### config.mk
export PLATFORM = sky130hd
export DESIGN_NAME = trim_capture
export DESIGN_NICKNAME = d
export VERILOG_FILES = /design/src/rtl/trim_pkg.sv /design/src/rtl/trim_capture_sync_edge.sv /design/src/rtl/trim_capture.sv
export SDC_FILE = /design/constraint.sdc
export NUM_CORES = 1
export LEC_CHECK = 0
export ABC_AREA = 1
export ABC_CLOCK_PERIOD_IN_PS = 1940
export BUFFER_PORTS_ARGS = -buffer_cell sky130_fd_sc_hd__buf_2
export CORE_MARGIN = 1.5
export CORE_UTILIZATION = 55
export CTS_BUF_LIST = sky130_fd_sc_hd__clkbuf_4
export DETAILED_ROUTE_END_ITERATION = 12
export PLACE_DENSITY = 0.76
export SLEW_MARGIN = 20
export SYNTH_ARGS = -nofsm -noshare
export SYNTH_HDL_FRONTEND = slang
export SYNTH_SLANG_ARGS = --single-unit
### constraint.sdc
create_clock -name CLK50 -period 1.94 [get_ports CLK50]
set_clock_uncertainty 0.1 [all_clocks]
set_input_delay 0.097 -clock CLK50 [delete_from_list [all_inputs] [get_ports CLK50]]
set_output_delay 0.097 -clock CLK50 [all_outputs]
set_load 0.03 [all_outputs]
### src/rtl/trim_pkg.sv
// trim_pkg: shared constants and state encoding for the trim capture path
package trim_pkg;
   localparam int CLK50_HZ = 50_000_000;
   localparam int TRIM_W = 12;
   localparam int GAP_CYCLES_DEF = CLK50_HZ / 4 * 3;
   typedef enum logic [1:0] {IDLE = 2'd0, RECV = 2'd1, CLOSE = 2'd2} state_t;
endpackage

### src/rtl/trim_capture_sync_edge.sv
// sync_edge: multi-flop synchroniser with a delayed copy and rise/fall pulses
module sync_edge #(
   parameter int STAGES = 2
) (
   input  logic CLK50,
   input  logic RST,
   input  logic d,
   output logic q,
   output logic q_d,
   output logic rise,
   output logic fall
);
   logic [STAGES-1:0] sr;
   always_ff @(posedge CLK50 or posedge RST)
      if (RST) begin
         sr  <= '0;
         q_d <= 1'b0;
      end else begin
         sr  <= {sr[STAGES-2:0], d};
         q_d <= sr[STAGES-1];
      end
   assign q    = sr[STAGES-1];
   assign rise = q & ~q_d;
   assign fall = ~q & q_d;
endmodule

### src/rtl/trim_capture.sv
// trim_capture: deserialises the ENCLK/DIN trim stream into gap-delimited frames
module trim_capture
   import trim_pkg::*;
#(
   parameter int FRAME_BITS  = TRIM_W,
   parameter int GAP_CYCLES  = GAP_CYCLES_DEF,
   parameter int SYNC_STAGES = 2
) (
   input  logic                  CLK50,
   input  logic                  RST,
   input  logic                  ENCLK,
   input  logic                  DIN,
   output logic [FRAME_BITS-1:0] TRIM_OUT,
   output logic                  TRIM_VALID,
   output logic                  FRAME_ERR,
   output logic                  OVERRUN,
   output logic [7:0]            FRAME_COUNT
);
   localparam int GAP_W = $clog2(GAP_CYCLES) + 1;
   state_t state, state_nx;
   logic enclk_s, enclk_lvl, enclk_rise, enclk_fall, din_s;
   logic din_unused_d, din_unused_rise, din_unused_fall;
   logic [FRAME_BITS-1:0] shift;
   logic [4:0] bit_cnt;
   logic [GAP_W-1:0] gap_cnt;
   logic gap_done, full;
   sync_edge #(.STAGES(SYNC_STAGES)) u_enclk (
      .CLK50(CLK50), .RST(RST), .d(ENCLK),
      .q(enclk_s), .q_d(enclk_lvl), .rise(enclk_rise), .fall(enclk_fall)
   );
   sync_edge #(.STAGES(SYNC_STAGES)) u_din (
      .CLK50(CLK50), .RST(RST), .d(DIN),
      .q(din_s), .q_d(din_unused_d), .rise(din_unused_rise), .fall(din_unused_fall)
   );
   // the older ENCLK sample is high in the fall cycle, so sampling also clears the gap
   assign gap_done = !enclk_lvl && gap_cnt == GAP_W'(GAP_CYCLES - 1);
   assign full     = bit_cnt >= 5'(FRAME_BITS);
   always_ff @(posedge CLK50 or posedge RST)
      if (RST) state <= IDLE;
      else     state <= state_nx;
   always_comb
      state_nx = state == IDLE ? (enclk_rise ? RECV : IDLE) :
                 state == RECV ? (gap_done ? CLOSE : RECV) : IDLE;
   always_comb
      TRIM_VALID = state == CLOSE && full;
   // outputs load on entry to CLOSE so TRIM_OUT is already new while TRIM_VALID is high
   always_ff @(posedge CLK50 or posedge RST)
      if (RST) begin
         shift       <= '0;
         bit_cnt     <= '0;
         gap_cnt     <= '0;
         TRIM_OUT    <= '0;
         FRAME_ERR   <= 1'b0;
         OVERRUN     <= 1'b0;
         FRAME_COUNT <= '0;
      end else if (state == IDLE) begin
         if (enclk_rise) begin
            shift   <= '0;
            bit_cnt <= '0;
            gap_cnt <= '0;
         end
      end else if (state == RECV) begin
         gap_cnt <= enclk_lvl ? '0 : gap_cnt + GAP_W'(1);
         if (enclk_fall) begin
            shift   <= {din_s, shift[FRAME_BITS-1:1]};
            bit_cnt <= bit_cnt + 5'(bit_cnt != 5'd31);
         end
         if (gap_done) begin
            TRIM_OUT    <= full ? shift : TRIM_OUT;
            FRAME_COUNT <= full ? FRAME_COUNT + 8'd1 : FRAME_COUNT;
            FRAME_ERR   <= !full;
            OVERRUN     <= bit_cnt > 5'(FRAME_BITS);
         end
      end
endmodule

# Yosys cells after proc, flatten, opt, wreduce, memory -nomap -nowiden
# Cells that the tools add are included.
[word_totals] regBits=73 in_bits=4 output_inout_bits=23 elab_cells=53
[op_classes] addsub=3 order_cmp=2 eq_ne=5 n_mux=16 bitwise=5 reduce_logical=11
[op_table] op="$mux 27" count=4
[op_table] op="$mux 12" count=4
[op_table] op="$add 27x1->27 const B" count=1
[op_table] op="$eq 27x26->1 const B" count=1
[op_table] op="$mux 5" count=4
[op_table] op="$add 8x1->8 const B" count=1
[op_table] op="$mux 2" count=3
[op_table] op="$reduce_and 3->1" count=2
[op_table] op="$add 5x1->5" count=1
[op_table] op="$ge 5x4->1 const B" count=1
[op_table] op="$gt 5x4->1 const B" count=1
[op_table] op="$ne 5x5->1 const B" count=1
[op_table] op="$reduce_and 4->1" count=1
[op_table] op="$reduce_bool 2->1" count=2
[op_table] op="$not 1->1" count=3
[op_table] op="$and 1x1->1" count=2
[op_table] op="$eq 2x1->1 const B" count=1
[op_table] op="$eq 2x2->1 const B" count=1
[op_table] op="$logic_and 1x1->1" count=2
[op_table] op="$logic_not 1->1" count=2
[op_table] op="$logic_not 2->1" count=1
[op_table] op="$ne 2x2->1 const B" count=1
[op_table] op="$reduce_and 2->1" count=1
[op_table] op="$mux 1" count=1

# Logic depth before layout (Yosys ltp)
# Gate-level depths: netlist of the first run.
[logic_depth] word_depth=5 ltp_mapped=10 ltp_nobuf=10

# Hierarchy
# A second synthesis of the first run with hierarchy kept.
[unflattened] cells_unflattened=475 area_unflattened_um2=3824.9
[modules_own_cells] mod="trim_capture" instances=1 cells_each=459 area_each_um2=3637.2 seq_area_each_um2=1701.6
[modules_own_cells] mod="sync_edge" instances=2 cells_each=8 area_each_um2=93.8 seq_area_each_um2=75.1

# Worst setup path after synthesis of the first run
# OpenSTA, ideal clock, no wires.
[synth_timing] path_type="register -> register" startpoint="register gap_cnt[0]" endpoint="register TRIM_OUT[0]" setup_time_ns=0.118 arrival_ns=1.406 required_time_ns=1.722 setup_slack_ns=0.316 stages_incl_launch_ff=10 path_buffers=1 period_less_slack_ns=1.624 path_cell_list="dfrtp_1 -> ha_1 -> nand2_1 -> nor2_4 -> nand3_4 -> nor2_8 -> nand2_4 -> buf_6 -> nand2_2 -> o21ai_2"
[synth_via] elab_chain_len=3
[synth_rtl] element="start, declared" line_no="trim_capture.sv:25" rtl="logic [GAP_W-1:0] gap_cnt;"
[synth_rtl] element="start signal, assigned" line_no="trim_capture.sv:63" rtl="gap_cnt <= enclk_lvl ? '0 : gap_cnt + GAP_W'(1);"
[synth_rtl] element="$eq 27x26->1" line_no="trim_capture.sv:36" rtl="assign gap_done = !enclk_lvl && gap_cnt == GAP_W'(GAP_CYCLES - 1);"
[synth_rtl] element="$logic_and 1x1->1" line_no="trim_capture.sv:36"
[synth_rtl] element="$reduce_and 4->1 (no source line)"
[synth_rtl] element="end signal, assigned" line_no="trim_capture.sv:69" rtl="TRIM_OUT <= full ? shift : TRIM_OUT;"
[synth_rtl] element="end, declared" line_no="trim_capture.sv:13" rtl="output logic [FRAME_BITS-1:0] TRIM_OUT,"
# No other way between the ends.
# A chain may end at the register's enable or synchronous reset.

# Worst setup path in the final report of the first run
# Same ends and word-level chain as after synthesis.

==> results of run 1 <==
[registers in the layout (all words and copies together), names as in the netlist]
signal,flops
gap_cnt,27
TRIM_OUT,12
shift,12
FRAME_COUNT,8
bit_cnt,5
state,2
u_din.sr,2
u_enclk.sr,2
FRAME_ERR,1
OVERRUN,1
u_enclk.q_d,1
[critical path, cell delays in order, from the launching register on]
cell,delay [ps]
sky130_fd_sc_hd__dfrtp_1,430
sky130_fd_sc_hd__ha_1,220
sky130_fd_sc_hd__nand2_1,110
sky130_fd_sc_hd__nor2_4,140
sky130_fd_sc_hd__nand3_4,110
sky130_fd_sc_hd__nor2_8,200
sky130_fd_sc_hd__nand2_8,180
sky130_fd_sc_hd__nand2_2,110
sky130_fd_sc_hd__o21ai_2,60
[synth_stat cells (4+ instances only)]
master | count | area share (%)
sky130_fd_sc_hd__nor2_1 | 67 | 6.3
sky130_fd_sc_hd__o21ai_0 | 8 | 1.0
sky130_fd_sc_hd__a21oi_1 | 13 | 1.6
sky130_fd_sc_hd__nor2_4 | 4 | 1.1
sky130_fd_sc_hd__nand2_2 | 15 | 2.4
sky130_fd_sc_hd__nand2_1 | 133 | 13
sky130_fd_sc_hd__dfrtp_1 | 73 | 46
sky130_fd_sc_hd__inv_1 | 51 | 4.8
sky130_fd_sc_hd__nand4_1 | 8 | 1.3
sky130_fd_sc_hd__ha_1 | 5 | 1.6
sky130_fd_sc_hd__o21ai_2 | 13 | 2.9
sky130_fd_sc_hd__nand3_1 | 46 | 5.8
sky130_fd_sc_hd__nor3_1 | 9 | 1.1
sky130_fd_sc_hd__nor2_2 | 10 | 1.6
sky130_fd_sc_hd__buf_2 | 5 | 0.63
sky130_fd_sc_hd__o21ai_1 | 17 | 2.1
sky130_fd_sc_hd__inv_2 | 16 | 1.5
[power groups by stage]
stage                     clock network (uW)  logic (uW)  registers [uW]
after floorplan                            0         413            1790
after global placement                     0         500            1810
after detailed placement                   0         527            1820
after CTS                               1010         533            1790
after global routing                    1080         606            1820
final                                    994         529            1790
[final cells by class]
type	instances	area share [%]
Tap cell	96	2.72
Inverter	67	5.82
Timing Repair Buffer	37	5.28
Clock buffer	9	1.53
Sequential cell	73	41.4
Multi-Input combinational cell	365	41.5
Clock inverter	7	1.76
[stage by stage]
step | hold WS, ps | total power (uW)
5_1_grt | 168 | 3500
3_5_place_dp | 76.7 | 2350
2_1_floorplan | 28.4 | 2200
6_report | 134 | 3310
3_3_place_gp | 71.4 | 2310
4_1_cts | 144 | 3330
[logic make-up after synthesis]
kind of cell	count (synthesis)	share of synthesized area, %
fa+ha+maj	5	1.58
xor+xnor	6	1.32
flops	73	46.0
buf+inv	78	8.10
simple gates	298	34.3
compound gates	56	8.64
[metal layers]
layer  part of all wire (%)  wire [um]  vias to the layer above  global-route usage (%)
li1                       -          -                     1706                       -
met1                     47       4100                     1587                    35.3
met2                     46       4020                       89                    37.1
met3                    4.7        408                       12                    4.81
met4                    1.4        123                        0                    10.2
met5                      0          0                        -                       0
[final timing paths]
path	depth (start not counted)	end	from	slack, ps
max in group asynchronous	4	shift[9]	RST	990
setup reg to reg	8	TRIM_OUT[0]	gap_cnt[0]	150
min in group CLK50	2	u_din.sr[0]	DIN	220
setup / recovery	8	TRIM_OUT[0]	gap_cnt[0]	150
hold / removal	3	gap_cnt[13]	RST	130
hold reg to reg	0	u_enclk.sr[1]	u_enclk.sr[0]	270
[repair_timing]
| action | 4_1_cts | 5_1_grt |
|---|---|---|
| hold endpoints to repair | 23 | 0 |
| hold buffers | 3 | 0 |
| setup endpoints to repair | 0 | 16 |
| buffers inserted | 0 | 0 |
| resized for setup | 0 | 2 |
==> run_summary.xml, run 1 <==
<?xml version="1.0" encoding="UTF-8"?>
<metrics>
  <group name="outcome">
    <metric name="outcome" unit="">finished clean</metric>
  </group>
  <group name="clock_tree">
    <metric name="cts-buffers-inserted" unit="">9</metric>
    <metric name="max-clock-path-buffers" unit="">2</metric>
    <metric name="clk_latency" unit="ps">430</metric>
    <metric name="cts_tree" unit="">done</metric>
    <metric name="clk_sink_count" unit="">73</metric>
    <metric name="maximum_level_of_the_cts_h_tree" unit="">3</metric>
    <metric name="clkTransAtPathRegs" unit="ps">130</metric>
    <metric name="cts_root_buffer_type" unit="">sky130_fd_sc_hd__clkbuf_4</metric>
  </group>
  <group name="cells_and_area">
    <metric name="layout.area.seq" unit="um^2">1830</metric>
    <metric name="fin_cells" unit="">654</metric>
    <metric name="multi_input_area" unit="um^2">1830</metric>
    <metric name="mostFrequentLayoutCells" unit="">sky130_fd_sc_hd__nand2_1 (133), sky130_fd_sc_hd__dfrtp_1 (73), sky130_fd_sc_hd__nor2_1 (67)</metric>
    <metric name="mostFrequentLayoutCell" unit="">sky130_fd_sc_hd__nand2_1</metric>
    <metric name="areaGrowthSynthToFinish" unit="%">11.1</metric>
    <metric name="final_layout_fill_cell_count" unit="">597</metric>
    <metric name="finalCoreUtilization" unit="%">64.2</metric>
    <metric name="layout-drive-gt1-share" unit="%">20.4</metric>
    <metric name="nNetsFinal" unit="">562</metric>
    <metric name="n_antenna_cell" unit="">0</metric>
    <metric name="postLayoutCellArea" unit="um^2">4410</metric>
  </group>
  <group name="floorplan">
    <metric name="floorplan.initialDensity" unit="%">57.8</metric>
    <metric name="top_level_ports" unit="">27</metric>
    <metric name="die_footprint" unit="um^2">7730</metric>
    <metric name="coreArea" unit="um^2">6870</metric>
    <metric name="die-width" unit="um">87.9</metric>
    <metric name="die_height" unit="um">87.9</metric>
    <metric name="placementRows" unit="">30</metric>
  </group>
  <group name="power">
    <metric name="internal-power" unit="uW">2260</metric>
    <metric name="power.density" unit="nW/um^2">752</metric>
    <metric name="power.clock.fraction" unit="%">30.0</metric>
    <metric name="worst_ir_drop_vdd" unit="V">0.000559</metric>
    <metric name="pwr-share-seq" unit="%">54.0</metric>
    <metric name="total_switching_power" unit="uW">1060</metric>
    <metric name="power_frac_comb" unit="%">16.0</metric>
    <metric name="sw_frac_of_total" unit="%">31.9</metric>
    <metric name="p_leak" unit="uW">0.00206</metric>
  </group>
  <group name="timing">
    <metric name="setup_violations" unit="">0</metric>
    <metric name="maxSlewHeadroom" unit="%">63.7</metric>
    <metric name="timing_worst_slew_pin_value" unit="ps">543</metric>
    <metric name="timing_max_transition_violations_final" unit="">0</metric>
    <metric name="final.setup.tns" unit="ps">0</metric>
    <metric name="setup_repair_after_global_routing_missed_its_margin" unit="">no</metric>
    <metric name="final.min_clock_period" unit="ps">1790</metric>
    <metric name="post-route-period-util" unit="%">92.1</metric>
    <metric name="timing.fmax" unit="MHz">560</metric>
    <metric name="finalHoldViolCount" unit="">0</metric>
    <metric name="postLayoutSetupSlackWorst" unit="ps">154</metric>
  </group>
  <group name="logic_synthesis">
    <metric name="dominantRegCellSynth" unit="">sky130_fd_sc_hd__dfrtp_1</metric>
    <metric name="synth.ff_latch_count" unit="">73</metric>
    <metric name="syn-num-nets" unit="">525</metric>
    <metric name="post_synth_cell_types" unit="">31</metric>
    <metric name="yosysWarningCount" unit="">0</metric>
    <metric name="ys_async_sr_fraction" unit="%">100</metric>
    <metric name="syn_area_per_cell" unit="um^2">7.69</metric>
    <metric name="synthesis.area" unit="um^2">3970</metric>
    <metric name="synth-seq-area-share" unit="%">46.0</metric>
    <metric name="synth_enable_flop_cells" unit="">0</metric>
    <metric name="gate_count_of_the_mapped_netlist" unit="">516</metric>
  </group>
  <group name="global_route">
    <metric name="grt_max_degree" unit="">53</metric>
    <metric name="gr-usage-all-layers" unit="%">24.8</metric>
    <metric name="first_global_vias" unit="">3165</metric>
    <metric name="grt_antenna_before_repair" unit="">0</metric>
    <metric name="total_overflow_reported_by_the_global_router" unit="">0</metric>
    <metric name="grt_pass1_wl" unit="um">14600</metric>
  </group>
  <group name="placed_design">
    <metric name="post-place-ws" unit="ps">77.0</metric>
    <metric name="numPortBuffers" unit="">26</metric>
    <metric name="gpl.final_weighted_congestion" unit="">0.915</metric>
    <metric name="hpwlAfterDp" unit="um">6320</metric>
    <metric name="dp.cells" unit="">635</metric>
    <metric name="post_dp_cell_area" unit="um^2">4220</metric>
  </group>
  <group name="routing">
    <metric name="avgRoutedWirePerCell" unit="um">13.2</metric>
    <metric name="ant_nets" unit="">0</metric>
    <metric name="vias_per_cell" unit="">5.19</metric>
    <metric name="firstDrtPassIters" unit="">5</metric>
    <metric name="routed_wirelength" unit="um">8650</metric>
    <metric name="detail_route.drc_violations" unit="">0</metric>
    <metric name="vias" unit="">3394</metric>
    <metric name="detailedRoute.firstIterationViolations" unit="">225</metric>
  </group>
  <group name="setup_path">
    <metric name="path_max_fanout" unit="">27</metric>
    <metric name="worstSetupStartpointType" unit="">register</metric>
    <metric name="critical_path_start_end_classification" unit="">register to register</metric>
    <metric name="worst-endpoint-arrival" unit="ps">2000</metric>
    <metric name="worstPathRequired" unit="ps">2150</metric>
    <metric name="endpoint_kind" unit="">register</metric>
  </group>
  <group name="worst_hold_path">
    <metric name="worst_hold_path_type" unit="">input pin to asynchronous set/reset pin</metric>
  </group>
  <group name="flow_run">
    <metric name="max_cap_viol_count" unit="">0</metric>
  </group>
</metrics>
No activity file was read; power rests on OpenSTA's default activity.
==> inputs of run 2 (changes only) <==
--- a/config.mk
+++ b/config.mk
@@ -6,13 +6,12 @@
 export NUM_CORES = 1
 export LEC_CHECK = 0
 export ABC_AREA = 1
-export ABC_CLOCK_PERIOD_IN_PS = 1940
+export ABC_CLOCK_PERIOD_IN_PS = 1800
 export BUFFER_PORTS_ARGS = -buffer_cell sky130_fd_sc_hd__buf_2
-export CORE_MARGIN = 1.5
 export CORE_UTILIZATION = 55
 export CTS_BUF_LIST = sky130_fd_sc_hd__clkbuf_4
 export DETAILED_ROUTE_END_ITERATION = 12
-export PLACE_DENSITY = 0.76
+export PLACE_DENSITY = 0.74
 export SLEW_MARGIN = 20
 export SYNTH_ARGS = -nofsm -noshare
 export SYNTH_HDL_FRONTEND = slang
==> constraint.sdc (replaced) <==
create_clock -name CLK50 -period 1.8 [get_ports CLK50]
set_clock_uncertainty 0.1 [all_clocks]
set_input_delay 0.09 -clock CLK50 [delete_from_list [all_inputs] [get_ports CLK50]]
set_output_delay 0.09 -clock CLK50 [all_outputs]
set_load 0.03 [all_outputs]
==> run 2 against run 1 <==
Against the previous run:
- global-route usage is 0.61 points higher
- power is 7.4% higher
- count of clock-buffer cells in the layout is the same
- hold slack gained 75 ps
- first-iteration DRC count down 2.7%
- critical path type unchanged
- sequential share of layout area is 0.78 points lower
- die area fell by 2.3%
- cell count rose by 1.2%
- largest power group unchanged
- cell area rose by 2.0%
- sequential power is 7% higher
==> run_summary.xml, run 2 (synthesis results as in run 1) <==
<?xml version="1.0" encoding="UTF-8"?>
<metrics>
  <group name="timing">
    <metric name="setup_violations" unit="">0</metric>
    <metric name="timing_max_transition_violations_final" unit="">0</metric>
    <metric name="timing.fmax" unit="MHz">597</metric>
    <metric name="final.setup.tns" unit="ps">0</metric>
    <metric name="final.min_clock_period" unit="ps">1670</metric>
    <metric name="setup_repair_after_global_routing_missed_its_margin" unit="">no</metric>
    <metric name="timing_worst_slew_pin_value" unit="ps">384</metric>
    <metric name="post-route-period-util" unit="%">93.0</metric>
    <metric name="finalHoldViolCount" unit="">0</metric>
    <metric name="maxSlewHeadroom" unit="%">74.4</metric>
  </group>
  <group name="cells_and_area">
    <metric name="finalCoreUtilization" unit="%">65.5</metric>
    <metric name="largestRegisters" unit="">gap_cnt x27, TRIM_OUT x12, shift x12</metric>
    <metric name="mostFrequentLayoutCell" unit="">sky130_fd_sc_hd__nand2_1</metric>
    <metric name="areaGrowthSynthToFinish" unit="%">13.3</metric>
    <metric name="nNetsFinal" unit="">570</metric>
    <metric name="max_flop_register" unit="">gap_cnt</metric>
    <metric name="largest_register_ffs" unit="">27</metric>
    <metric name="n_antenna_cell" unit="">0</metric>
    <metric name="mostFrequentLayoutCells" unit="">sky130_fd_sc_hd__nand2_1 (133), sky130_fd_sc_hd__dfrtp_1 (72), sky130_fd_sc_hd__nor2_1 (61)</metric>
    <metric name="layout-drive-gt1-share" unit="%">23.0</metric>
  </group>
  <group name="setup_path">
    <metric name="worstPathRequired" unit="ps">2000</metric>
    <metric name="critical_path_start_end_classification" unit="">register to register</metric>
    <metric name="worstSetupStartpointType" unit="">register</metric>
    <metric name="endpoint_kind" unit="">register</metric>
    <metric name="worst-endpoint-arrival" unit="ps">1880</metric>
    <metric name="path_max_fanout" unit="">27</metric>
    <metric name="setup.reg_to_reg.worst_slack" unit="ps">130</metric>
  </group>
  <group name="power">
    <metric name="power.density" unit="nW/um^2">791</metric>
    <metric name="worst_ir_drop_vdd" unit="V">0.000650</metric>
    <metric name="totalPowerFinal" unit="uW">3560</metric>
    <metric name="sw_frac_of_total" unit="%">33.6</metric>
    <metric name="p_leak" unit="uW">0.00210</metric>
    <metric name="internal-power" unit="uW">2360</metric>
    <metric name="pwr-share-seq" unit="%">53.9</metric>
    <metric name="power.clock.fraction" unit="%">27.6</metric>
    <metric name="power_frac_comb" unit="%">18.5</metric>
    <metric name="total_switching_power" unit="uW">1200</metric>
  </group>
  <group name="clock_tree">
    <metric name="clk_sink_count" unit="">73</metric>
    <metric name="clkTransAtPathRegs" unit="ps">140</metric>
    <metric name="clk_latency" unit="ps">420</metric>
    <metric name="cts_tree" unit="">done</metric>
    <metric name="maximum_level_of_the_cts_h_tree" unit="">3</metric>
    <metric name="cts_root_buffer_type" unit="">sky130_fd_sc_hd__clkbuf_4</metric>
    <metric name="cts-buffers-inserted" unit="">9</metric>
    <metric name="max-clock-path-buffers" unit="">2</metric>
  </group>
  <group name="global_route">
    <metric name="gr-usage-all-layers" unit="%">25.4</metric>
    <metric name="grt_pass1_wl" unit="um">14800</metric>
    <metric name="first_global_vias" unit="">3193</metric>
    <metric name="grt_max_degree" unit="">74</metric>
    <metric name="total_overflow_reported_by_the_global_router" unit="">0</metric>
    <metric name="grt_antenna_before_repair" unit="">0</metric>
  </group>
  <group name="floorplan">
    <metric name="floorplan.initialDensity" unit="%">57.8</metric>
    <metric name="die-width" unit="um">86.9</metric>
    <metric name="top_level_ports" unit="">27</metric>
    <metric name="die_footprint" unit="um^2">7560</metric>
    <metric name="coreArea" unit="um^2">6870</metric>
    <metric name="die_height" unit="um">86.9</metric>
    <metric name="placementRows" unit="">30</metric>
  </group>
  <group name="routing">
    <metric name="ant_nets" unit="">0</metric>
    <metric name="vias" unit="">3389</metric>
    <metric name="detail_route.drc_violations" unit="">0</metric>
    <metric name="avgRoutedWirePerCell" unit="um">13.2</metric>
    <metric name="vias_per_cell" unit="">5.12</metric>
    <metric name="detailedRoute.firstIterationViolations" unit="">219</metric>
    <metric name="firstDrtPassIters" unit="">5</metric>
    <metric name="routed_wirelength" unit="um">8720</metric>
  </group>
  <group name="placed_design">
    <metric name="gpl.final_weighted_congestion" unit="">0.940</metric>
    <metric name="hpwlAfterDp" unit="um">6350</metric>
    <metric name="numPortBuffers" unit="">26</metric>
  </group>
  <group name="flow_run">
    <metric name="max_cap_viol_count" unit="">0</metric>
  </group>
  <group name="worst_hold_path">
    <metric name="worst_hold_path_type" unit="">input pin to asynchronous set/reset pin</metric>
  </group>
  <group name="outcome">
    <metric name="outcome" unit="">finished clean</metric>
  </group>
</metrics>
## run 2: cell count changes in the layout (fill, tap and decap cells not counted), moves of 2 or more
| cell | previous run | this run |
|---|---|---|
| sky130_fd_sc_hd__buf_4 | 7 | 15 |
| sky130_fd_sc_hd__nor2_1 | 67 | 61 |
| sky130_fd_sc_hd__nor2_4 | 4 | 7 |
| sky130_fd_sc_hd__nor2_2 | 10 | 13 |
| sky130_fd_sc_hd__inv_6 | 2 | 4 |
| sky130_fd_sc_hd__clkinvlp_4 | 5 | 3 |
## run 2: area by class of cell
type                            instances  area (um^2)
Fill cell                             621         2370
Sequential cell                        73         1830
Clock buffer                            9         67.6
Clock inverter                          7         61.3
Multi-Input combinational cell        365         1860
Tap cell                               96          120
Timing Repair Buffer                   45          299
Inverter                               67          260
## run 2: power groups by stage
stage,Sequential [uW],Combinational [uW],Clock (uW)
2_1_floorplan,1930,445,0
3_3_place_gp,1950,578,0
3_5_place_dp,1950,602,0
4_1_cts,1920,608,999
5_1_grt,1950,755,1070
6_report,1920,658,981
## run 2: critical path, stage by stage (launching register included)
cell and delay (ps):
sky130_fd_sc_hd__dfrtp_1 390, sky130_fd_sc_hd__ha_2 200, sky130_fd_sc_hd__nand2_1 90, sky130_fd_sc_hd__nor2_4 160, sky130_fd_sc_hd__nand3_4 110, sky130_fd_sc_hd__nor2_8 160
sky130_fd_sc_hd__nand2_8 160, sky130_fd_sc_hd__nand2_2 110, sky130_fd_sc_hd__o21ai_2 60
## run 2: stage by stage
step	hold WS [ps]	setup WS, ps	instance area [um^2]	cells
after floorplan	21.4	176	3970	516
after global placement	99.9	112	4260	640
after detailed placement	99.3	63.5	4260	640
after CTS	208	50.1	4420	659
after global routing	200	17.1	4500	662
final	209	126	4500	662
## run 2: repair_timing
action / 4_1_cts / 5_1_grt
endpoints found under the hold margin: 75 / 0
setup buffers: 0 / 3
endpoints found under the setup margin: 0 / 38
resized for setup: 0 / 18
hold buffers: 3 / 0
## run 2: final timing paths
| check | startpoint | endpoint | depth (start not counted) |
|---|---|---|---|
| setup / recovery | gap_cnt[0] | TRIM_OUT[0] | 8 |
| hold / removal | RST | gap_cnt[22] | 4 |
| setup reg to reg | gap_cnt[0] | TRIM_OUT[0] | 8 |
| hold reg to reg | u_din.sr[0] | u_din.sr[1] | 0 |
| max in group asynchronous | RST | state[0] | 4 |
| min in group CLK50 | ENCLK | u_enclk.sr[0] | 2 |
## run 2: layer usage
metal,vias up,wire length [um],global-route usage (%)
li1,1719,-,-
met1,1562,4160,36.5
met2,94,3950,39.0
met3,14,473,3.98
met4,0,135,9.09
met5,-,0,0
